## config.mk

```make
export PLATFORM = sky130hd
export DESIGN_NAME = sweep_sequencer
export DESIGN_NICKNAME = d
export VERILOG_FILES = /design/src/rtl/sweep_sequencer.sv
export SDC_FILE = /design/constraint.sdc
export NUM_CORES = 1
export LEC_CHECK = 0
export BUFFER_PORTS_ARGS = -buffer_cell sky130_fd_sc_hd__clkbuf_2
export CAP_MARGIN = 20
export CORE_ASPECT_RATIO = 0.8
export CORE_MARGIN = 5
export CORE_UTILIZATION = 55
export CTS_CLUSTER_SIZE = 10
export DETAILED_ROUTE_END_ITERATION = 8
export PLACE_DENSITY = 0.81
export SETUP_SLACK_MARGIN = 0.1
export SLEW_MARGIN = 20
export SYNTH_ARGS = -nofsm -noshare
export SYNTH_HDL_FRONTEND = slang
export SYNTH_SLANG_ARGS = --single-unit
```

## constraint.sdc

```tcl
create_clock -name clk -period 11.95 [get_ports clk]
set_input_delay 2.39 -clock clk [delete_from_list [all_inputs] [get_ports clk]]
set_output_delay 2.39 -clock clk [all_outputs]
set_load 0.02 [all_outputs]
```

## src/rtl/sweep_sequencer.sv

```systemverilog
// Stepped-frequency sweep sequencer: load DDS word, settle, measure, hand result to SPI readback.
// One FSM walks the points; all outputs are registered.
module sweep_sequencer #(
    parameter int FW_W    = 32,
    parameter int MEAS_W  = 32,
    parameter int IDX_W   = 16,
    parameter int CNT_W   = 24,
    parameter int MEAS_TO = 65535
) (
    input  logic              clk,
    input  logic              rst,
    input  logic              start,
    input  logic              abort,
    input  logic [FW_W-1:0]   f_start,
    input  logic [FW_W-1:0]   f_step,
    input  logic [IDX_W-1:0]  n_points,
    input  logic [CNT_W-1:0]  settle_cyc,
    output logic [FW_W-1:0]   fword,
    output logic              fword_load,
    output logic              meas_req,
    input  logic              meas_ack,
    input  logic [MEAS_W-1:0] meas_amp,
    input  logic [MEAS_W-1:0] meas_phase,
    output logic              res_valid,
    input  logic              res_ready,
    output logic [IDX_W-1:0]  res_idx,
    output logic [FW_W-1:0]   res_fword,
    output logic [MEAS_W-1:0] res_amp,
    output logic [MEAS_W-1:0] res_phase,
    output logic              res_err,
    output logic              busy,
    output logic              done,
    output logic              aborted
);

    localparam int TO_W = $clog2(MEAS_TO + 1);

    typedef enum logic [2:0] {
        IDLE,
        LOAD,
        SETTLE,
        MEAS,
        OUT,
        FIN
    } state_t;

    typedef struct packed {
        logic [IDX_W-1:0]  idx;
        logic [FW_W-1:0]   fword;
        logic [MEAS_W-1:0] amp;
        logic [MEAS_W-1:0] phase;
        logic              err;
    } res_t;

    state_t            state, state_n;
    logic [FW_W-1:0]   cur_f;
    logic [FW_W-1:0]   step_q;
    logic [IDX_W-1:0]  n_q;
    logic [IDX_W-1:0]  idx;
    logic [CNT_W-1:0]  settle_q;
    logic [CNT_W-1:0]  settle_cnt;
    logic [TO_W-1:0]   to_cnt;
    res_t              res_q;

    logic abort_take;
    logic last;
    logic timeout;
    logic hs;

    assign abort_take = abort && (state != IDLE);
    assign last       = (idx == n_q - IDX_W'(1));
    assign timeout    = (to_cnt == TO_W'(MEAS_TO - 1));
    assign hs         = res_valid && res_ready;

    assign res_idx   = res_q.idx;
    assign res_fword = res_q.fword;
    assign res_amp   = res_q.amp;
    assign res_phase = res_q.phase;
    assign res_err   = res_q.err;

    always_comb begin
        state_n = state;
        case (state)
            IDLE:    if (start) state_n = (n_points == '0) ? FIN : LOAD;
            LOAD:    state_n = SETTLE;
            SETTLE:  if (settle_cnt == '0) state_n = MEAS;
            MEAS:    if (meas_ack || timeout) state_n = OUT;
            OUT:     if (hs) state_n = last ? FIN : LOAD;
            FIN:     state_n = IDLE;
            default: state_n = IDLE;
        endcase
        if (abort_take) state_n = IDLE;
    end

    always_ff @(posedge clk or posedge rst) begin
        if (rst) begin
            state      <= IDLE;
            cur_f      <= '0;
            step_q     <= '0;
            n_q        <= '0;
            idx        <= '0;
            settle_q   <= '0;
            settle_cnt <= '0;
            to_cnt     <= '0;
            res_q      <= '0;
            fword      <= '0;
            fword_load <= 1'b0;
            meas_req   <= 1'b0;
            res_valid  <= 1'b0;
            busy       <= 1'b0;
            done       <= 1'b0;
            aborted    <= 1'b0;
        end else begin
            state      <= state_n;
            busy       <= (state_n != IDLE);
            fword_load <= 1'b0;
            done       <= 1'b0;
            aborted    <= 1'b0;
            // fword is left alone on abort: the DDS is still running it
            if (abort_take) begin
                meas_req  <= 1'b0;
                res_valid <= 1'b0;
                aborted   <= 1'b1;
            end else begin
                case (state)
                    IDLE: begin
                        if (start) begin
                            cur_f    <= f_start;
                            step_q   <= f_step;
                            n_q      <= n_points;
                            settle_q <= settle_cyc;
                            idx      <= '0;
                        end
                    end
                    LOAD: begin
                        fword      <= cur_f;
                        fword_load <= 1'b1;
                        settle_cnt <= settle_q;
                    end
                    SETTLE: begin
                        if (settle_cnt == '0) begin
                            meas_req <= 1'b1;
                            to_cnt   <= '0;
                        end else begin
                            settle_cnt <= settle_cnt - CNT_W'(1);
                        end
                    end
                    MEAS: begin
                        if (meas_ack) begin
                            meas_req  <= 1'b0;
                            res_valid <= 1'b1;
                            res_q     <= '{idx: idx, fword: cur_f, amp: meas_amp,
                                           phase: meas_phase, err: 1'b0};
                        end else if (timeout) begin
                            meas_req  <= 1'b0;
                            res_valid <= 1'b1;
                            res_q     <= '{idx: idx, fword: cur_f, amp: '0,
                                           phase: '0, err: 1'b1};
                        end else begin
                            to_cnt <= to_cnt + TO_W'(1);
                        end
                    end
                    OUT: begin
                        if (hs) begin
                            res_valid <= 1'b0;
                            if (!last) begin
                                idx   <= idx + IDX_W'(1);
                                cur_f <= cur_f + step_q;
                            end
                        end
                    end
                    FIN:     done <= 1'b1;
                    default: ;
                endcase
            end
        end
    end

endmodule

```

==> results of run 1 <==
## kinds of logic (layout without fill, tap and decap cells)
group	count (synthesis)	in the layout	share of synthesized area
buffers and inverters	115	408	0.0325
adder cells (fa/ha/maj)	37	37	0.0305
XOR/XNOR	72	72	0.0408
multiplexers	107	107	0.0785
flip-flops	314	314	0.509
AND/OR/NAND/NOR	710	710	0.209
AO/OA/AOI/OAI	255	255	0.100
other	0	1	0
## worst paths after layout
kind	from	end	slack (ns)	cells past startpoint
max	meas_ack	res_amp[28]	7.01	8
min	res_phase[0]	res_phase[0]	0.46	2
min reg2reg	res_phase[0]	res_phase[0]	0.46	2
min in group asynchronous	rst	fword[13]	1.98	2
max reg2reg	n_q[0]	cur_f[31]	8.15	12
max in group asynchronous	rst	fword[31]	8.54	3
## critical path: cells and delay by family
| kind | cells | cell delay (ns) |
|---|---|---|
| simple gates | 5 | 1.54 |
| buf+inv | 3 | 1.33 |
## per-layer routing
layer,track usage,vias up,part of all wire
met3,0.0371,91,0.077
met5,0,-,0
li1,-,6131,-
met1,0.368,6309,0.44
met2,0.393,523,0.45
met4,0.0819,0,0.031
## where the power goes
group / switching (W) / internal [W] / total (W)
sequential: 0.000339 / 0.00147 / 0.00181
clock: 0.000404 / 0.000576 / 0.000980
combinational: 0.00135 / 0.000935 / 0.00228
total: 0.00209 / 0.00298 / 0.00507
## synthesized netlist by cell type, types with 10 or more instances
| library cell | count |
|---|---|
| nand4_1 | 18 |
| xor2_1 | 27 |
| mux2_2 | 101 |
| a21oi_1 | 75 |
| nor4_1 | 16 |
| clkbuf_1 | 69 |
| inv_1 | 27 |
| nor3_1 | 32 |
| ha_1 | 36 |
| a31oi_1 | 23 |
| nand2_1 | 361 |
| dfrtp_1 | 314 |
| and3_1 | 13 |
| o21ai_0 | 73 |
| o211ai_1 | 10 |
| nor2_1 | 103 |
| nand3_1 | 98 |
| xnor2_1 | 45 |
| a21o_1 | 15 |
## state kept, by name (all words and copies together), names as in the netlist
name        cells
busy            1
state           3
fword_load      1
idx            16
res_idx        16
aborted         1
res_err         1
done            1
res_phase      32
settle_q       24
settle_cnt     24
to_cnt         16
res_valid       1
meas_req        1
res_amp        32
step_q         32
res_fword      32
n_q            16
fword          32
cur_f          32
## final cells by class
class,instances,share of cell area
tap,364,0.0249
sequential,314,0.430
clock buffer,42,0.0540
timing repair buffer,337,0.0943
clock inverter,2,0.000753
inverter,27,0.00596
antenna,1,0.000137
multi-input combinational,1181,0.390
## stage by stage
| stage | power, W | hold slack [ns] | util | setup WS [ns] |
|---|---|---|---|---|
| floorplan | 0.00344 | 0.454 | - | 0.874 |
| global placement | 0.00398 | 0.449 | 0.628 | 6.65 |
| detailed placement | 0.00407 | 0.456 | 0.628 | 6.54 |
| CTS | 0.00508 | 0.469 | 0.664 | 7.07 |
| global route | 0.00541 | 0.483 | 0.665 | 6.78 |
| finish | 0.00507 | 0.464 | 0.665 | 7.01 |
==> metrics.txt, run 1 <==
Core Area 0.0275 sq mm; final worst path period need 4.94 ns; vias in the first global route 12647; most frequent cells in the layout nand2_1, clkbuf_2, dfrtp_1, nor2_1, mux2_2; Final Skew 0.0154 ns; Worst Setup End Kind register; vias per cell 5.76; post-synthesis sequential area ratio 0.509; ranking of synthesized cells by area dfrtp_1, nand2_1, mux2_2; # placed instances 2223; port bufs 324; unrepaired setup endpoints after global routing false; area occupied by multi-input gates 0.00713 sq mm; CTS tree built; Filler Cell Count 2143; Post-CTS Setup Bufs 0; clk root buf clkbuf_16; largest area contributor in the netlist dfrtp_1; Pins Over Slew Limit 0; grt ovf 0; status finished, final reports clean; hold crit path type reg2reg; Worst-Margin Slew 1.05 ns; Mean Syn Cell Area 9.59 sq um; Hold-fix buffers, CTS 0; largest net degree at the start of global routing 87; Nets 2109; drt wl/cell 18.1 microns; worst-path cell chain clkbuf_2, buf_4, nor2_1, or2_2, nor2_4, buf_4, nand3_1, nand2_1; critical path class in2reg; share of layout cells above drive strength 1 0.268; remaining antenna violation count 0; CP Max Fanout 75; Max Clock Freq 0.202 GHz; Primary FF master, synth dfrtp_1; die width 197 microns; Mapped Cells 1610; Boundary Pins 325; placed inst area 0.0173 sq mm; Synth Register Bits 314; Worst Path Arrival 5.39 ns; DP HPWL 29.0 mm; syn nets 1821; Max VDD drop 0.000173 V; CP max stage cell buf_4; row cnt 54; Vias 13054; Final Non-Filler Cells 2268; Post-synth ARST share 1.00; Starting Density 0.562; antenna violations before repair 1; design area 0.0183 sq mm; FF/Latch Area 0.00786 sq mm; Ys Warns 0; setup_tns 0 ns; Reg clk slew, reported paths 0.05 ns; CTS Sinks 314; distinct cell type count after synthesis 69; CP most frequent cell buf_4; first-pass GRT wire length 65.8 mm; number of flops mapped to enable cells by yosys 0; number of CTS-inserted buffers 37; H-Tree Level Count 2; clk_lat worst skew 0.52 ns; Max-Cap Viols 0; area grow syn2layout 18.3%; Iteration-0 DRC Markers 1031; Pleak 8.95 nW; Longest Clk Path Bufs 3; total track usage 0.253; pwr dens 277 mW/mm^2; die area 0.0316 sq mm; worst rel slew slack 0.297; Final Wtd Congestion 0.939; Mapped Area 0.0154 sq mm; DRC Markers 0; PostCTS Resize Cnt 0; total wire length 41.1 mm; max incr delay on CP 0.73 ns; Setup-failing EPs final 0; Final Hold Viols 0; crit path launch type input port; fin crit share 0.413; Yosys top cell area share 0.509; Req. time, crit path 12.40 ns; First-pass DRT Iterations 5; Die Y 160 microns; commonest non-fill, non-tap cell in the layout nand2_1
Power figures use the tool's default switching activity.
==> run 2, diff against run 1 <==
--- a/config.mk
+++ b/config.mk
@@ -9,10 +9,10 @@
 export CAP_MARGIN = 20
 export CORE_ASPECT_RATIO = 0.8
 export CORE_MARGIN = 5
-export CORE_UTILIZATION = 55
+export CORE_UTILIZATION = 50
 export CTS_CLUSTER_SIZE = 10
 export DETAILED_ROUTE_END_ITERATION = 8
-export PLACE_DENSITY = 0.81
+export PLACE_DENSITY = 0.78
 export SETUP_SLACK_MARGIN = 0.1
 export SLEW_MARGIN = 20
 export SYNTH_ARGS = -nofsm -noshare
==> constraint.sdc (replaced) <==
create_clock -name clk -period 4.5 [get_ports clk]
set_input_delay 0.9 -clock clk [delete_from_list [all_inputs] [get_ports clk]]
set_output_delay 0.9 -clock clk [all_outputs]
set_load 0.02 [all_outputs]
==> run 2 against run 1 <==
Via count fell by 0.86%. Count of clock-buffer cells in the layout fell by 1. Flip-flop and latch count did not move. Combinational power rose to 2.7 times the previous value. Die area rose by 9.4%. Cell area rose by 0.66%. Critical endpoint is now cur_f[7]. Global-route usage fell by 1.5 points. Setup slack got worse by 6.3 ns. First-iteration DRC count rose by 20%. Non-clock buffer count rose by 5.
==> metrics.txt, run 2 (synthesized netlist as in run 1, its figures left out) <==
Final Skew 0.0191 ns (was 0.0154 ns); clk root buf clkbuf_16 (unchanged); share of layout cells above drive strength 1 0.270 (was 0.268); status finished, final reports clean (unchanged); die width 207 microns (was 197 microns); CTS Sinks 314 (unchanged); WHS Path Cells 2 (unchanged); reg-to-reg setup timing slack 0.72 ns (was 8.15 ns); Worst Path Arrival 4.21 ns (was 5.39 ns); Longest Clk Path Bufs 3 (unchanged); vias in the first global route 12704 (was 12647); grt ovf 0 (unchanged); CP max stage cell or4b_2 (was buf_4); final worst path period need 3.78 ns; port bufs 324 (unchanged); Req. time, crit path 4.93 ns (was 12.40 ns); Reg clk slew, reported paths 0.05 ns (about the same); die area 0.0345 sq mm (was 0.0316 sq mm); first-pass GRT wire length 67.4 mm (was 65.8 mm); final hold slack 0.463 ns (was 0.464 ns); Setup-failing EPs final 0 (unchanged); Final Hold Viols 0 (unchanged); r2r endpoint cur_f[7] (was cur_f[31]); Pleak 8.98 nW (was 8.95 nW); max incr delay on CP 0.69 ns (was 0.73 ns); Nets 2114 (was 2109); CP Max Fanout 34 (was 75); critical path class reg2reg (was in2reg); crit path launch type register (was input port); Total Power 0.0135 W (was 0.00507 W); setup_tns 0 ns (unchanged); total track usage 0.238 (was 0.253); CP most frequent cell buf_4 (unchanged); drt wl/cell 18.1 microns (about the same); # placed instances 2277 (was 2223); number of CTS-inserted buffers 37 (unchanged); area grow syn2layout 19.1% (was 18.3%); DP HPWL 29.6 mm (was 29.0 mm); hold crit path type reg2reg (unchanged); unrepaired setup endpoints after global routing false (unchanged); pwr dens 734 mW/mm^2 (was 277 mW/mm^2); Hold-fix buffers, CTS 0 (unchanged); vias per cell 5.58 (was 5.76); total wire length 41.9 mm (was 41.1 mm); critical path startpoint n_q[0] (was meas_ack); fin crit share 0.840; path depth of the worst reg2reg path 12 (unchanged); Pins Over Slew Limit 0 (unchanged); Worst Setup End Kind register (unchanged); DRC Markers 0 (unchanged); Boundary Pins 325 (unchanged); Worst Hold End res_phase[12] (was res_phase[0]); remaining antenna violation count 0 (unchanged); antenna violations before repair 1 (unchanged); worst-path cell chain inv_1, ha_1, or4b_2, a21boi_0, a221oi_1, nor3_1, a2111o_1, and3_2, buf_4, buf_4, nor2_1, a21oi_1 (was clkbuf_2, buf_4, nor2_1, or2_2, nor2_4, buf_4, nand3_1, nand2_1); largest net degree at the start of global routing 162 (was 87); clk_lat worst skew 0.53 ns (was 0.52 ns); Hold Startpoint res_phase[12] (was res_phase[0]); Max Clock Freq 0.265 GHz; PostCTS Resize Cnt 0 (unchanged); Vias 12942 (was 13054); row cnt 57 (was 54); commonest non-fill, non-tap cell in the layout nand2_1 (unchanged); CTS tree built (unchanged); Starting Density 0.507 (was 0.562); Final Non-Filler Cells 2321 (was 2268); most frequent cells in the layout nand2_1, clkbuf_2, dfrtp_1, nor2_1, mux2_2 (unchanged); RR Startpoint n_q[0] (unchanged); Iteration-0 DRC Markers 1237 (was 1031); post-place setup slack 0.772 ns (was 6.54 ns); Worst-Margin Slew 0.957 ns (was 1.05 ns); Die Y 167 microns (was 160 microns); H-Tree Level Count 2 (unchanged); worst rel slew slack 0.362 (was 0.297); Final Wtd Congestion 0.969 (was 0.939); Post-CTS Setup Bufs 0 (unchanged); Max-Cap Viols 0 (unchanged); Max VDD drop 0.000401 V (was 0.000173 V); First-pass DRT Iterations 5 (unchanged); Core Area 0.0305 sq mm (was 0.0275 sq mm); Final WS setup 0.720 ns (was 7.01 ns)
==> run 2: worst max-delay path by stage <==
stage | endpoint | cells past startpoint
3_3_place_gp | cur_f[10] | 12
2_1_floorplan | aborted | 1
6_report | cur_f[7] | 12
3_5_place_dp | cur_f[9] | 12
5_1_grt | cur_f[3] | 12
4_1_cts | cur_f[7] | 12
==> run 2: per-layer routing <==
metal / track usage / vias to the layer above / wire length, microns
li1: - / 6152 / -
met1: 0.349 / 6283 / 19300
met2: 0.354 / 431 / 18300
met3: 0.0532 / 76 / 3170
met4: 0.0749 / 0 / 1160
met5: 0 / - / 0
==> run 2: worst max-delay path, delay by kind of cell, from the launching register on <==
family                   cells  cell delay, ns
flip-flops                   1            0.44
AND/OR/NAND/NOR              4            1.61
buffers and inverters        3            0.71
adder cells (fa/ha/maj)      1            0.27
AO/OA/AOI/OAI                4            0.64
==> run 2: report_power, final <==
group          switching (W)  internal (W)
combinational        0.00359       0.00250
sequential          0.000890       0.00390
clock                0.00108       0.00154
total                0.00556       0.00794
==> run 2: area by class of cell <==
type / count / area, sq um
clock inverters: 2 / 13.8
flip-flops and latches: 314 / 7860
fillers: 2601 / 12100
diodes: 1 / 2.50
clock buffers: 41 / 993
repair buffers: 342 / 1780
multi-input cells: 1181 / 7130
well taps: 413 / 517
inverters: 27 / 105
==> run 2: through the flow <==
| step | cell area [sq um] | util |
|---|---|---|
| 2_1_floorplan | 15400 | - |
| 3_3_place_gp | 17400 | 0.571 |
| 3_5_place_dp | 17400 | 0.571 |
| 4_1_cts | 18400 | 0.604 |
| 5_1_grt | 18400 | 0.604 |
| 6_report | 18400 | 0.604 |
